### config.mk
export PLATFORM = sky130hd
export DESIGN_NAME = uart_tx_fifo_cfg_flat
export DESIGN_NICKNAME = d
export VERILOG_FILES = /design/src/rtl/uart_tx_fifo_cfg_if.sv /design/src/rtl/uart_tx_fifo_cfg.sv /design/src/flat_wrapper.sv
export SDC_FILE = /design/constraint.sdc
export NUM_CORES = 1
export LEC_CHECK = 0
export BUFFER_PORTS_ARGS = -buffer_cell sky130_fd_sc_hd__buf_2
export CAP_MARGIN = 30
export CORE_AREA = 4 4 102 104
export DETAILED_ROUTE_END_ITERATION = 12
export DIE_AREA = 0 0 106 108
export GPL_TIMING_DRIVEN = 0
export PLACE_DENSITY = 0.66
export SLEW_MARGIN = 10
export SYNTH_ARGS = -nofsm -noshare
export SYNTH_HDL_FRONTEND = slang
export SYNTH_SLANG_ARGS = --single-unit
### constraint.sdc
create_clock -name CLK -period 3.3 [get_ports CLK]
set_input_delay 0.66 -clock CLK [delete_from_list [all_inputs] [get_ports CLK]]
set_output_delay 0.66 -clock CLK [all_outputs]
set_load 0.1 [all_outputs]
### src/rtl/uart_tx_fifo_cfg_if.sv
// Push-port bundle for the UART transmitter FIFO.
//   p_data      word to transmit
//   data_valid  push request from the host
//   data_ready  FIFO has room; a push happens on the clock edge when valid && ready
// The host side uses the master modport, the transmitter uses the slave modport.
interface uart_tx_fifo_cfg_if #(
    parameter int DATA_WIDTH = 8
);
    logic [DATA_WIDTH-1:0] p_data;
    logic                  data_valid;
    logic                  data_ready;

    modport master (output p_data, output data_valid, input data_ready);
    modport slave  (input p_data, input data_valid, output data_ready);
endinterface

### src/rtl/uart_tx_fifo_cfg.sv
// UART transmitter with a small TX FIFO, internal baud prescaler and
// per-frame parity / stop-bit configuration.  Frames are sent back-to-back
// while the FIFO holds data.
// Ports:
//   CLK, rst      clock, asynchronous active-high reset
//   push_if       valid/ready push port (p_data, data_valid, data_ready)
//   par_en        append a parity bit
//   par_typ       0 = even parity, 1 = odd parity
//   stop2         two stop bits instead of one
//   baud_div      bit period = baud_div+1 clock cycles
//   send_brk      hold the line low (only when UART_TX_BREAK_EN is defined)
//   tx_out        serial line, idles high
//   busy          a frame (or break) is on the line
//   fifo_level    words currently stored in the FIFO
// Optional feature: define UART_TX_BREAK_EN to add send_brk and the BREAK state.
//
// state  | meaning
// IDLE   | line high, waiting for a FIFO word (or a break request)
// LOAD   | head word latched, start bit begins on the next edge
// START  | start bit (low)
// DATA   | data bits, LSB first
// PARITY | parity bit
// STOP   | one or two stop bits (high); next frame decided at the last tick
// BREAK  | line held low while send_brk is high
module uart_tx_fifo_cfg #(
    parameter int DATA_WIDTH = 8,
    parameter int FIFO_DEPTH = 4,
    parameter int DIV_WIDTH  = 16
) (
    input  logic                          CLK,
    input  logic                          rst,
    uart_tx_fifo_cfg_if.slave             push_if,
    input  logic                          par_en,
    input  logic                          par_typ,
    input  logic                          stop2,
    input  logic [DIV_WIDTH-1:0]          baud_div,
`ifdef UART_TX_BREAK_EN
    input  logic                          send_brk,
`endif
    output logic                          tx_out,
    output logic                          busy,
    output logic [$clog2(FIFO_DEPTH):0]   fifo_level
);
    localparam int AW = $clog2(FIFO_DEPTH);
    localparam int IW = $clog2(DATA_WIDTH);
    localparam logic [AW:0]   LEVEL_FULL = (AW+1)'(FIFO_DEPTH);
    localparam logic [IW-1:0] LAST_IDX   = IW'(DATA_WIDTH - 1);

    typedef enum logic [2:0] {
        IDLE,
        LOAD,
        START,
        DATA,
        PARITY,
`ifdef UART_TX_BREAK_EN
        BREAK,
`endif
        STOP
    } state_t;

    // FIFO
    logic [DATA_WIDTH-1:0] mem_q [FIFO_DEPTH];
    logic [AW-1:0]         wr_ptr_q, rd_ptr_q;
    logic [AW:0]           level_q;
    logic                  push, pop, fifo_nempty;

    // frame registers
    state_t                state_q, state_d;
    logic [DIV_WIDTH-1:0]  cnt_q, cnt_d;
    logic [DIV_WIDTH-1:0]  div_q, div_d;
    logic [IW-1:0]         idx_q, idx_d;
    logic                  second_q, second_d;
    logic [DATA_WIDTH-1:0] word_q, word_d;
    logic                  par_en_q, par_en_d;
    logic                  par_typ_q, par_typ_d;
    logic                  stop2_q, stop2_d;
    logic                  tick;

    assign push_if.data_ready = (level_q != LEVEL_FULL);
    assign push        = push_if.data_valid && push_if.data_ready;
    assign fifo_nempty = (level_q != '0);
    assign fifo_level  = level_q;
    assign tick        = (cnt_q == div_q);

    always_ff @(posedge CLK or posedge rst) begin
        if (rst) begin
            wr_ptr_q <= '0;
            rd_ptr_q <= '0;
            level_q  <= '0;
        end else begin
            if (push) wr_ptr_q <= wr_ptr_q + 1'b1;
            if (pop)  rd_ptr_q <= rd_ptr_q + 1'b1;
            case ({push, pop})
                2'b10:   level_q <= level_q + 1'b1;
                2'b01:   level_q <= level_q - 1'b1;
                default: ;
            endcase
        end
    end

    // Storage needs no reset: the pointers and level define what is valid.
    always_ff @(posedge CLK) begin
        if (push) mem_q[wr_ptr_q] <= push_if.p_data;
    end

    always_ff @(posedge CLK or posedge rst) begin
        if (rst) begin
            state_q   <= IDLE;
            cnt_q     <= '0;
            div_q     <= '0;
            idx_q     <= '0;
            second_q  <= 1'b0;
            word_q    <= '0;
            par_en_q  <= 1'b0;
            par_typ_q <= 1'b0;
            stop2_q   <= 1'b0;
        end else begin
            state_q   <= state_d;
            cnt_q     <= cnt_d;
            div_q     <= div_d;
            idx_q     <= idx_d;
            second_q  <= second_d;
            word_q    <= word_d;
            par_en_q  <= par_en_d;
            par_typ_q <= par_typ_d;
            stop2_q   <= stop2_d;
        end
    end

    always_comb begin
        state_d   = state_q;
        cnt_d     = cnt_q;
        div_d     = div_q;
        idx_d     = idx_q;
        second_d  = second_q;
        word_d    = word_q;
        par_en_d  = par_en_q;
        par_typ_d = par_typ_q;
        stop2_d   = stop2_q;
        pop       = 1'b0;
        tx_out    = 1'b1;
        busy      = 1'b1;

        // Prescaler runs only while something is on the line; IDLE/LOAD keep it at 0.
        if (state_q != IDLE && state_q != LOAD) begin
            cnt_d = tick ? '0 : cnt_q + 1'b1;
        end

        case (state_q)
            IDLE: begin
                busy = 1'b0;
`ifdef UART_TX_BREAK_EN
                if (send_brk) begin
                    state_d = BREAK;
                    div_d   = baud_div;
                end else
`endif
                if (fifo_nempty) begin
                    pop     = 1'b1;
                    state_d = LOAD;
                end
            end
            LOAD: begin
                busy    = 1'b0;
                cnt_d   = '0;
                state_d = START;
            end
            START: begin
                tx_out = 1'b0;
                if (tick) begin
                    state_d = DATA;
                    idx_d   = '0;
                end
            end
            DATA: begin
                tx_out = word_q[idx_q];
                if (tick) begin
                    if (idx_q == LAST_IDX) begin
                        state_d  = par_en_q ? PARITY : STOP;
                        second_d = 1'b0;
                    end else begin
                        idx_d = idx_q + 1'b1;
                    end
                end
            end
            PARITY: begin
                tx_out = ^word_q ^ par_typ_q;
                if (tick) begin
                    state_d  = STOP;
                    second_d = 1'b0;
                end
            end
            STOP: begin
                if (tick) begin
                    if (stop2_q && !second_q) begin
                        second_d = 1'b1;
`ifdef UART_TX_BREAK_EN
                    end else if (send_brk) begin
                        state_d = BREAK;
                        div_d   = baud_div;
`endif
                    end else if (fifo_nempty) begin
                        // Chain straight into the next start bit, no idle cycle.
                        pop     = 1'b1;
                        state_d = START;
                    end else begin
                        state_d = IDLE;
                    end
                end
            end
`ifdef UART_TX_BREAK_EN
            BREAK: begin
                tx_out = 1'b0;
                if (tick && !send_brk) begin
                    // Exactly one stop period follows a break, whatever stop2 says.
                    state_d  = STOP;
                    second_d = 1'b1;
                end
            end
`endif
            default: state_d = IDLE;
        endcase

        // Frame configuration is captured together with the word.
        if (pop) begin
            word_d    = mem_q[rd_ptr_q];
            par_en_d  = par_en;
            par_typ_d = par_typ;
            stop2_d   = stop2;
            div_d     = baud_div;
        end
    end
endmodule

### src/flat_wrapper.sv
// flat-port wrapper written by rule: the top's interface ports become plain ports
module uart_tx_fifo_cfg_flat 
#(
    parameter int DATA_WIDTH = 8,
    parameter int FIFO_DEPTH = 4,
    parameter int DIV_WIDTH  = 16
)
  (CLK, rst, par_en, par_typ, stop2, baud_div, tx_out, busy, fifo_level, push_if_p_data, push_if_data_valid, push_if_data_ready);
  uart_tx_fifo_cfg_if #(.DATA_WIDTH(DATA_WIDTH)) push_if_i ();
  input  logic CLK;
  input  logic rst;
  input  logic par_en;
  input  logic par_typ;
  input  logic stop2;
  input  logic [DIV_WIDTH-1:0] baud_div;
  output logic tx_out;
  output logic busy;
  output logic [$clog2(FIFO_DEPTH):0] fifo_level;
  input wire logic [$bits(push_if_i.p_data)-1:0] push_if_p_data;
  input wire logic [$bits(push_if_i.data_valid)-1:0] push_if_data_valid;
  output wire logic [$bits(push_if_i.data_ready)-1:0] push_if_data_ready;
  assign push_if_i.p_data = push_if_p_data;
  assign push_if_i.data_valid = push_if_data_valid;
  assign push_if_data_ready = push_if_i.data_ready;
  uart_tx_fifo_cfg #(.DATA_WIDTH(DATA_WIDTH), .FIFO_DEPTH(FIFO_DEPTH), .DIV_WIDTH(DIV_WIDTH)) u_core (.CLK(CLK), .rst(rst), .push_if(push_if_i), .par_en(par_en), .par_typ(par_typ), .stop2(stop2), .baud_div(baud_div), .tx_out(tx_out), .busy(busy), .fifo_level(fifo_level));
endmodule
# Yosys cells after proc, flatten, opt, wreduce, memory -nomap -nowiden
# Memories as Yosys holds them, arrays and structs flattened. A register that Yosys moved wholly into a read port is not among the register bits.
# Index checks and enable logic that the tools add are counted.
[totals] word_cells=90 reg_bits=49 in_bits=30 ramBits=32 out_inout_bits=6 n_memories=1
[mem_list] memory="u_core.mem_q" words=4 width=8 rd=1 rd_clocked_by_memory_dff=1 write_ports=1 line_no="uart_tx_fifo_cfg.sv:62" source="logic [DATA_WIDTH-1:0] mem_q [FIFO_DEPTH];"
[op_classes] reduce_logical=16 mux=34 n_lt_le_gt_ge=1 add_sub_neg=6 bitwise=1 eq_ne=20
[op_table] operator="16-bit two-way mux" count=3
[op_table] operator="3-bit two-way mux" count=10
[op_table] operator="3-bit case mux with 6 select lines" count=1
[op_table] operator="16-bit by 1-bit adder with 16-bit output (second input constant)" count=1
[op_table] operator="16-bit == test" count=1
[op_table] operator="2-bit by 1-bit != test with 1-bit output (second input constant)" count=7
[op_table] operator="1-bit two-way mux" count=13
[op_table] operator="3-bit case mux with 2 select lines" count=2
[op_table] operator="3-bit == test (second input constant)" count=3
[op_table] operator="3-bit nonzero test" count=3
[op_table] operator="8-bit parity" count=1
[op_table] operator="7-bit AND reduction" count=1
[op_table] operator="3-bit by 1-bit adder with 3-bit output (second input constant)" count=2
[op_table] operator="3-bit by 2-bit == test with 1-bit output (second input constant)" count=2
[op_table] operator="1-bit case mux with 3 select lines" count=2
[op_table] operator="6-bit AND reduction" count=1
[op_table] operator="2-bit nonzero test" count=3
[op_table] operator="2-bit by 1-bit adder with 2-bit output (second input constant)" count=2
[op_table] operator="3-bit by 4-bit < comparator with 1-bit output (second input constant)" count=1
[op_table] operator="2-bit != test (second input constant)" count=2
[op_table] operator="4-bit AND reduction" count=1
[op_table] operator="1-bit binary-select mux with 3-bit select" count=1
[op_table] operator="3-bit by 1-bit == test with 1-bit output (second input constant)" count=1
[op_table] operator="1-bit logical AND" count=3
[op_table] operator="11 further kinds" count=11

# Longest topological paths before layout
# Gate-level depths: netlist (run 1).
[depth] word_depth=7 mapped_depth=14 ltp_nobuf=11

# Least setup slack after synthesis (run 1)
# OpenSTA, ideal clock, no wires.
[synth_timing] path_kind="register to register" from="register u_core.level_q[2] (netlist: u_core.fifo_level[2])" to="register u_core.level_q[2] (netlist: u_core.fifo_level[2])" setup_ns=0.164 arrival_ns=3.495 path_buffers=0 required_ns=3.136 period_less_slack_ns=3.659 setup_slack_ns=-0.359 stages_incl_launch_ff=10 cell_sequence="dfrtp_1 -> nand3_1 -> and2_1 -> inv_1 -> ha_1 -> inv_1 -> fa_1 -> xor2_1 -> nor2_1 -> xor2_1"
[synth_via] elab_cells_between_ends=13 cone_classes="add/sub: 2; eq/ne: 3; mux: 5; reduce/logical: 3"
[synth_rtl] element="start, declared" line_no="uart_tx_fifo_cfg.sv:64" source="logic [AW:0] level_q;"
[synth_rtl] element="start signal, assigned" line_no="uart_tx_fifo_cfg.sv:94" source="2'b10: level_q <= level_q + 1'b1;"
[synth_rtl] element="start signal, assigned" line_no="uart_tx_fifo_cfg.sv:95" source="2'b01: level_q <= level_q - 1'b1;"
[synth_rtl] element="3-bit != test *" line_no="uart_tx_fifo_cfg.sv:79" source="assign push_if.data_ready = (level_q != LEVEL_FULL);"
[synth_rtl] element="via push_if_data_ready" line_no="flat_wrapper.sv:21" source="output wire logic [$bits(push_if_i.data_ready)-1:0] push_if_data_ready;"
[synth_rtl] element="1-bit logical AND *" line_no="uart_tx_fifo_cfg.sv:80" source="assign push = push_if.data_valid && push_if.data_ready;"
[synth_rtl] element="2-bit by 1-bit == test with 1-bit output or 2-bit == test (tied branches)" line_no="uart_tx_fifo_cfg.sv:93" source="case ({push, pop})"
[synth_rtl] element="3-bit case mux with 2 select lines or 2-bit nonzero test (tied branches)"
# The timed path passes the listed nets; every way through them passes the cells marked *.
# A chain may end at the register's enable or synchronous reset.

# Final worst setup path (run 1)
[layout_timing] from="register u_core.state_q[2]" to="register u_core.level_q[2] (netlist: u_core.fifo_level[2])"
[layout_via] elab_chain_len=4 elab_cells_between_ends=7 cone_classes="eq/ne: 3; mux: 2; reduce/logical: 2"
[layout_lines] element="start, declared" line_no="uart_tx_fifo_cfg.sv:68" source="state_t state_q, state_d;"
[layout_lines] element="start signal, assigned" line_no="uart_tx_fifo_cfg.sv:118" source="state_q <= state_d;"
[layout_lines] element="3-bit == test or 3-bit logical NOT (tied branches)" line_no="uart_tx_fifo_cfg.sv:149" source="case (state_q)"
[layout_lines] element="1-bit case mux with 2 select lines *" line_no="uart_tx_fifo_cfg.sv:149"
[layout_lines] element="via u_core.pop" line_no="uart_tx_fifo_cfg.sv:65" source="logic push, pop, fifo_nempty;"
[layout_lines] element="2-bit by 1-bit == test with 1-bit output or 2-bit == test (tied branches)" line_no="uart_tx_fifo_cfg.sv:93"
[layout_lines] element="3-bit case mux with 2 select lines or 2-bit nonzero test (tied branches)"
# Marks and branches as above.

==> results of run 1 <==
final timing paths:
check / to / slack (ns) / depth (start not counted)
max: u_core.fifo_level[2] / 0.34 / 13
min: u_core.idx_q[2] / 0.33 / 2
max reg2reg: u_core.fifo_level[2] / 0.34 / 13
min reg2reg: u_core.second_q / 0.55 / 1
max in group asynchronous: u_core.rd_ptr_q[1] / 2.37 / 3
min in group CLK: u_core.mem_q[1][3] / 0.49 / 1
layout make-up:
class                      count  area (um^2)
buffer                        32          133
fill                         865         4040
clock inverter                 7         68.8
inverter                      17         63.8
clock buffer                   9          124
timing repair buffer          38          210
multi-input combinational    332         2350
sequential                    89         2390
tap                          133          166
layer usage:
layer / wire length [um] / track usage / part of all wire / vias up
li1: - / - / - / 1872
met1: 5370 / 0.307 / 0.44 / 2020
met2: 6100 / 0.389 / 0.49 / 142
met3: 686 / 0.0364 / 0.056 / 16
met4: 178 / 0.0731 / 0.014 / 0
met5: 0 / 0 / 0 / -
stage by stage:
step | setup WS [ns] | power (uW)
after floorplan | 0.0806 | 1750
after global placement | -0.117 | 1900
after detailed placement | -0.186 | 1930
after CTS | 0.0363 | 2670
after global routing | 0.118 | 2780
final | 0.340 | 2660
kinds of logic after synthesis:
family                     after synthesis  synth area share
AOI/OAI and AO/OA                       97             0.149
xor gates and xnor gates                34            0.0603
adders and majority gates                9            0.0243
buffers and inverters                   52            0.0423
DFF                                     89             0.484
muxes                                   15            0.0560
and+or+nand+nor                        177             0.184
flip-flops by register name, indices dropped and copies added (netlist names):
name	cells
u_core.div_q	16
u_core.par_en_q	1
u_core.mem_q	32
u_core.wr_ptr_q	2
u_core.fifo_level	3
u_core.idx_q	3
u_core.second_q	1
u_core.state_q	3
u_core.word_q	8
u_core.par_typ_q	1
u_core.cnt_q	16
u_core.stop2_q	1
u_core.rd_ptr_q	2
synthesized netlist by cell type (all sizes together), types with 10 or more instances:
cell | n | area, um^2
dfrtp | 57 | 1430
nor2 | 12 | 50.1
xor2 | 19 | 166
buf | 11 | 55.0
nand2 | 55 | 206
o21ai | 18 | 90.1
clkbuf | 24 | 90.1
inv | 17 | 63.8
o211ai | 28 | 210
a222oi | 27 | 270
xnor2 | 15 | 131
edfxtp | 32 | 961
nand3 | 39 | 195
mux4 | 10 | 225
nor2b | 28 | 175
repair_timing:
| action | in CTS | in global routing |
|---|---|---|
| buffers inserted | 0 | 2 |
| endpoints found under the setup margin | 2 | 1 |
| hold endpoints to repair | 0 | 0 |
| pin swaps | 0 | 1 |
| gates resized for setup | 2 | 0 |
cells in the final DEF, fill, tap and decap left out, types with 5 or more instances in the layout:
| cell | n |
|---|---|
| a222oi_1 | 27 |
| edfxtp_1 | 32 |
| a21oi_1 | 5 |
| dfrtp_1 | 57 |
| o211ai_1 | 28 |
| o21ai_0 | 5 |
| nand2_1 | 55 |
| nor2_1 | 10 |
| nor4_1 | 8 |
| buf_2 | 39 |
| clkbuf_8 | 9 |
| inv_1 | 15 |
| or3_1 | 5 |
| a31oi_1 | 7 |
| ha_1 | 8 |
| nand4_1 | 6 |
| xnor2_1 | 15 |
| and3_1 | 5 |
| clkbuf_1 | 23 |
| mux4_2 | 10 |
| nor2b_1 | 28 |
| nand3_1 | 38 |
| nor3_1 | 5 |
| o21ai_1 | 13 |
| xor2_1 | 19 |
power by group:
group | internal, uW | switching [uW] | total [uW]
Combinational | 132 | 449 | 581
Sequential | 1260 | 52.8 | 1320
Clock | 297 | 468 | 765
==> impl_metrics.yaml, run 1 <==
clocking:
  clk_latency_ns: 0.37
  numCtsBuffers: 9
  path_clk_slew_ns: 0.11
  clock_sinks: 89
  cts-root-buf: "clkbuf_8"
  clockBufferDepth: 2
  cts_max_level: 3
  holdBufCountCts: 0
  cts_tree: "yes"
synth:
  ys_seq_area_frac: 0.484
  synth_edf_count: 32
  synth_nets: 512
  ys_warn_count: 0
  async_reset_ff_frac: 0.640
  ys_ff_latch: 89
  syn_avg_cell_area_um2: 10.4
  synthFlopType: "dfrtp_1"
  netlist_area_um2: 4930
  synth_cell_types: 47
  syn_inst: 473
global_route:
  grt_pass1_wl_um: 20800
  grt_usage: 0.230
  grt_max_degree: 33
  antenna_found_initial: 0
  grt.overflow.total: 0
  grt_pass1_vias: 4130
critical_path:
  critPathBufInv: 4
  critical-path-max-stage-delay_ns: 0.50
  path_max_fanout: 19
  reg2reg_from: "u_core.state_q[2]"
  crit_type: "flip-flop to flip-flop"
  start_kind: "flip-flop"
  crit_slowest_cell: "dfrtp_1"
  end_kind: "flip-flop"
  cp_data_arrival_time_ns: 3.25
  required_ns: 3.59
  crit_chain: "nor2_4, inv_2, nor2_4, buf_4, buf_4, a21oi_1, nor2_1, ha_1, inv_1, fa_1, xor2_1, nor2_1, xor2_1"
  startpoint: "u_core.state_q[2]"
  crit_family: "simple AND/OR/NAND/NOR gates"
power_and_ir_drop:
  p_leak_uw: 0.00216
  ir_drop_mv: 0.668
  powerDensity_nw_per_um2: 483
placed_design:
  place.gp.congestion: 0.787
  dpl_cell_area_um2: 5300
  hpwl_um: 8850
  io_buffers: 35
  dp_cells: 642
sta:
  skew_ns: 0.0167
  setup_viol: 0
  whs_ns: 0.332
  fin_crit_sh: 0.897
  hold_viol_final: 0
  tightest_slew_ns: 0.747
  timing.fmax_mhz: 338
  rsz0062_at_grt: "no"
  timing.slew.headroom: 0.499
  fin_tns_setup_ns: 0
  final.min_clock_period_ns: 2.96
  drv_slew: 0
detailed_routing:
  wl_per_cell_um: 18.8
  drtIter0Drc: 478
  vias: 4050
  drtAntennaViolNets: 0
  drcViolationCount: 0
  wirelength_um: 12300
  drt-pass1-iter-count: 5
  via_per_inst: 6.16
cells_and_area:
  instances_no_fill: 657
  num_antenna_cells: 0
  final_core_utilization: 0.577
  layout.nets: 558
  drive_gt1_frac: 0.149
  fin_area_um2: 5510
  syn2layout_area_growth_pct: 11.6
hold_path:
  holdCritPathClass: "primary input to asynchronous set/reset pin"
die:
  pin_count: 36
  fp.dieH_um: 108
  core_area_um2: 9550
  die_area_um2: 11400
  dieWidth_um: 106
  initial_core_util: 0.517
  row_count: 36
job:
  drv_cap: 0
run_status:
  status: "finished clean"
(Power assumes the default switching activity.)
==> inputs of run 2 (changes only) <==
Settings changed: GPL_TIMING_DRIVEN 0 to not set.
==> impl_metrics.yaml, run 2 (synthesis results as in run 1) <==
placed_design:
  io_buffers: 35
  hpwl_um: 7730
  place.gp.congestion: 0.870
  dpl_cell_area_um2: 5270
  pre_cts_slack_ns: 0.481
cells_and_area:
  syn2layout_area_growth_pct: 10.9
  drive_gt1_frac: 0.163
  num_antenna_cells: 0
  largestRegisters: "u_core.mem_q: 32 flops, u_core.cnt_q: 16 flops, u_core.div_q: 16 flops"
  largest_reg_flops: 32
  fin_area_um2: 5470
  layout_common_cells: "dfrtp_1, nand2_1, nand3_1"
  layout_commonest_cell: "dfrtp_1"
  top_register: "u_core.mem_q"
  layout.nets: 536
  fillers: 845
critical_path:
  critical-path-max-stage-delay_ns: 0.44
  r2r_slack_ns: 0.47
  r2r_end: "u_core.fifo_level[2]"
  startpoint: "u_core.cnt_q[13]"
  required_ns: 3.59
  path_max_fanout: 6
  cp_data_arrival_time_ns: 3.11
  crit_type: "flip-flop to flip-flop"
  crit_top_cell: "xor2_1"
  crit_slowest_cell: "dfrtp_1"
  crit_chain: "xor2_1, nor4_1, and4_1, a21oi_1, nor2_1, ha_1, inv_1, fa_1, xor2_1, nor2_1, xor2_1"
  reg2reg_from: "u_core.cnt_q[13]"
  start_kind: "flip-flop"
  end_kind: "flip-flop"
  critPathBufInv: 1
  reg2reg_depth: 11
  crit_family: "simple AND/OR/NAND/NOR gates"
clocking:
  cts_max_level: 3
  holdBufCountCts: 0
  clock_sinks: 89
  cts_resized: 0
  cts_post_setup_buffers_inserted: 0
  path_clk_slew_ns: 0.11
  cts-root-buf: "clkbuf_8"
  clockBufferDepth: 2
  cts_tree: "yes"
  numCtsBuffers: 9
  clk_latency_ns: 0.37
die:
  initial_core_util: 0.517
  core_area_um2: 9550
  dieWidth_um: 106
  row_count: 36
  fp.dieH_um: 108
  pin_count: 36
  die_area_um2: 11400
sta:
  rsz0062_at_grt: "no"
  setup_viol: 0
  fin_tns_setup_ns: 0
  fin_crit_sh: 0.856
  tightest_slew_ns: 0.963
  final.min_clock_period_ns: 2.83
  drv_slew: 0
  whs_ns: 0.307
  timing.slew.headroom: 0.355
  skew_ns: 0.0148
  timing.fmax_mhz: 354
  hold_viol_final: 0
  timing.final.ws_setup_ns: 0.474
run_status:
  status: "finished clean"
detailed_routing:
  drt-pass1-iter-count: 7
  drtAntennaViolNets: 0
  via_per_inst: 6.21
  wirelength_um: 11600
  vias: 3943
  wl_per_cell_um: 18.2
  drtIter0Drc: 553
  drcViolationCount: 0
job:
  drv_cap: 0
power_and_ir_drop:
  p_leak_uw: 0.00216
  powerDensity_nw_per_um2: 502
  power.total_uw: 2750
  ir_drop_mv: 0.570
global_route:
  grt_usage: 0.214
  grt.overflow.total: 0
  grt_pass1_wl_um: 19400
  grt_max_degree: 46
  antenna_found_initial: 0
  grt_pass1_vias: 3822
hold_path:
  holdCritPathClass: "primary input to asynchronous set/reset pin"
## run 2: worst max path at each step
| stage | to | slack (ns) | cells past startpoint |
|---|---|---|---|
| after floorplan | u_core.fifo_level[2] | 0.08 | 9 |
| after global placement | u_core.fifo_level[2] | 0.61 | 11 |
| after detailed placement | u_core.fifo_level[2] | 0.48 | 11 |
| after CTS | tx_out | 0.46 | 5 |
| after global routing | u_core.fifo_level[2] | 0.22 | 11 |
| final | u_core.fifo_level[2] | 0.47 | 11 |
## run 2: cell type report
| class | count | area [um^2] | area share |
|---|---|---|---|
| Clock buffer | 9 | 124 | 0.0226 |
| Clock inverter | 7 | 82.6 | 0.0151 |
| Inverter | 17 | 63.8 | 0.0117 |
| Multi-Input combinational cell | 332 | 2360 | 0.431 |
| Sequential cell | 89 | 2390 | 0.436 |
| Tap cell | 133 | 166 | 0.0304 |
| Timing Repair Buffer | 48 | 293 | 0.0535 |
## run 2: report_power, final
part / internal (uW) / switching, uW / leakage [uW]
registers: 1260 / 62.0 / 0.000904
logic: 154 / 458 / 0.00115
clock network: 367 / 441 / 0.000106
## run 2: per-layer routing
layer,up-vias,global-route usage,share of wire
li1,1832,-,-
met3,9,0.0448,0.071
met4,0,0.0638,0.0089
met5,-,0,0
met2,163,0.350,0.49
met1,1939,0.291,0.43
## run 2: worst register-to-register path, stage by stage (launching register included)
cell	delay, ns
dfrtp_1	0.44
xor2_1	0.16
nor4_1	0.41
and4_1	0.40
a21oi_1	0.14
nor2_1	0.12
ha_1	0.20
inv_1	0.07
fa_1	0.37
xor2_1	0.16
nor2_1	0.11
xor2_1	0.17
## run 2: stage by stage
step,util,cells
2_1_floorplan,-,473
3_3_place_gp,0.549,618
3_5_place_dp,0.552,619
4_1_cts,0.573,635
5_1_grt,0.573,635
6_report,0.573,635
==> inputs of run 3 (changes only) <==
Settings changed: CORE_AREA 4 4 102 104 to 4 4 130 82, DIE_AREA 0 0 106 108 to 0 0 134 86, PLACE_DENSITY 0.66 to 0.67.
==> impl_metrics.yaml, run 3 (synthesis results as in run 1) <==
critical_path:
  endpoint: "u_core.fifo_level[2]"
  worst-path-stages: 11
  path_max_fanout: 6
  startpoint: "u_core.cnt_q[6]"
  r2r_slack_ns: 0.49
  required_ns: 3.57
  cp_data_arrival_time_ns: 3.08
  critPathBufInv: 1
  crit_chain: "xor2_1, nor4_1, and4_1, a21oi_1, nor2_1, ha_1, inv_1, fa_1, xor2_1, nor2_1, xor2_1"
  crit_slowest_cell: "dfrtp_1"
  crit_family: "simple AND/OR/NAND/NOR gates"
  reg2reg_from: "u_core.cnt_q[6]"
  start_kind: "flip-flop"
  crit_top_cell: "xor2_1"
  reg2reg_depth: 11
  critical-path-max-stage-delay_ns: 0.44
  r2r_end: "u_core.fifo_level[2]"
  end_kind: "flip-flop"
  crit_type: "flip-flop to flip-flop"
sta:
  rsz0062_at_grt: "no"
  tightest_slew_ns: 0.799
  fin_crit_sh: 0.852
  fin_tns_setup_ns: 0
  timing.fmax_mhz: 356
  drv_slew: 0
  skew_ns: 0.00848
  final.min_clock_period_ns: 2.81
  hold_viol_final: 0
  timing.slew.headroom: 0.467
  setup_viol: 0
die:
  die_area_um2: 11500
  core_area_um2: 9560
  fp.dieH_um: 86
  initial_core_util: 0.516
  row_count: 28
  dieWidth_um: 134
  pin_count: 36
cells_and_area:
  layout_commonest_cell: "dfrtp_1"
  instances_no_fill: 636
  syn2layout_area_growth_pct: 12.3
  final_core_utilization: 0.579
  fin_area_um2: 5540
  largestRegisters: "u_core.mem_q: 32 flops, u_core.cnt_q: 16 flops, u_core.div_q: 16 flops"
  num_antenna_cells: 0
  largest_reg_flops: 32
  layout.nets: 535
  layout_common_cells: "dfrtp_1, nand2_1, nand3_1"
  top_register: "u_core.mem_q"
  drive_gt1_frac: 0.162
placed_design:
  place.gp.congestion: 0.891
  dpl_cell_area_um2: 5260
  hpwl_um: 8430
  io_buffers: 35
  dp_cells: 620
power_and_ir_drop:
  ir_drop_mv: 0.816
  p_leak_uw: 0.00218
  powerDensity_nw_per_um2: 525
  power.total_uw: 2910
clocking:
  cts_max_level: 3
  cts_tree: "yes"
  path_clk_slew_ns: 0.07
  clk_latency_ns: 0.34
  clockBufferDepth: 2
  cts-root-buf: "clkbuf_16"
  numCtsBuffers: 9
  holdBufCountCts: 0
  cts_post_setup_buffers_inserted: 0
  clock_sinks: 89
  cts_resized: 0
detailed_routing:
  top_layer: "met4"
  drcViolationCount: 0
  wl_met2_um: 5260
  via_per_inst: 6.27
  drt-met1-wl_um: 5980
  vias: 3987
  wl_per_cell_um: 19.5
  drt-pass1-iter-count: 5
  drtIter0Drc: 415
  wirelength_um: 12400
  wl_met3_um: 1040
  drtAntennaViolNets: 0
global_route:
  grt_pass1_wl_um: 20500
  antenna_found_initial: 0
  grt_max_degree: 52
  grt.overflow.total: 0
  grt_pass1_vias: 3880
  grt_usage: 0.226
run_status:
  status: "finished clean"
job:
  drv_cap: 0
hold_path:
  holdCritPathClass: "primary input to asynchronous set/reset pin"
[run 3: through the flow]
stage	hold slack (ns)	setup slack [ns]
2_1_floorplan	0.499	0.0806
3_3_place_gp	0.519	0.652
3_5_place_dp	0.531	0.514
4_1_cts	0.497	0.511
5_1_grt	0.521	0.279
6_report	0.467	0.489
[run 3: worst register-to-register path: cells and delay by family (launching register included)]
| kind | cells | cell delay, ns |
|---|---|---|
| flip-flops | 1 | 0.44 |
| AND/OR/NAND/NOR | 4 | 1.04 |
| adder cells (fa/ha/maj) | 2 | 0.56 |
| buffers and inverters | 1 | 0.06 |
| XOR/XNOR | 3 | 0.49 |
| AO/OA/AOI/OAI | 1 | 0.15 |
[run 3: where the power goes]
part	internal, uW	switching (uW)
Clock	517	448
Sequential	1270	61.9
Combinational	148	470
[run 3: cell type report]
| class | instances | area [um^2] |
|---|---|---|
| tap | 135 | 169 |
| clock buffer | 9 | 225 |
| fill | 796 | 4020 |
| sequential | 89 | 2390 |
| clock inverter | 7 | 52.6 |
| inverter | 17 | 63.8 |
| multi-input combinational | 332 | 2360 |
| timing repair buffer | 47 | 285 |
[run 3: worst min-delay path by stage]
stage	startpoint	end
floorplan	u_core.second_q	u_core.second_q
global placement	u_core.second_q	u_core.second_q
detailed placement	u_core.second_q	u_core.second_q
CTS	rst	u_core.stop2_q
global route	push_if_p_data[5]	u_core.mem_q[2][5]
finish	rst	u_core.stop2_q
[run 3: routing by layer]
metal / GRT usage / up-vias
li1: - / 1839
met1: 0.354 / 1960
met2: 0.319 / 172
met3: 0.0475 / 16
met4: 0.0607 / 0
met5: 0 / -
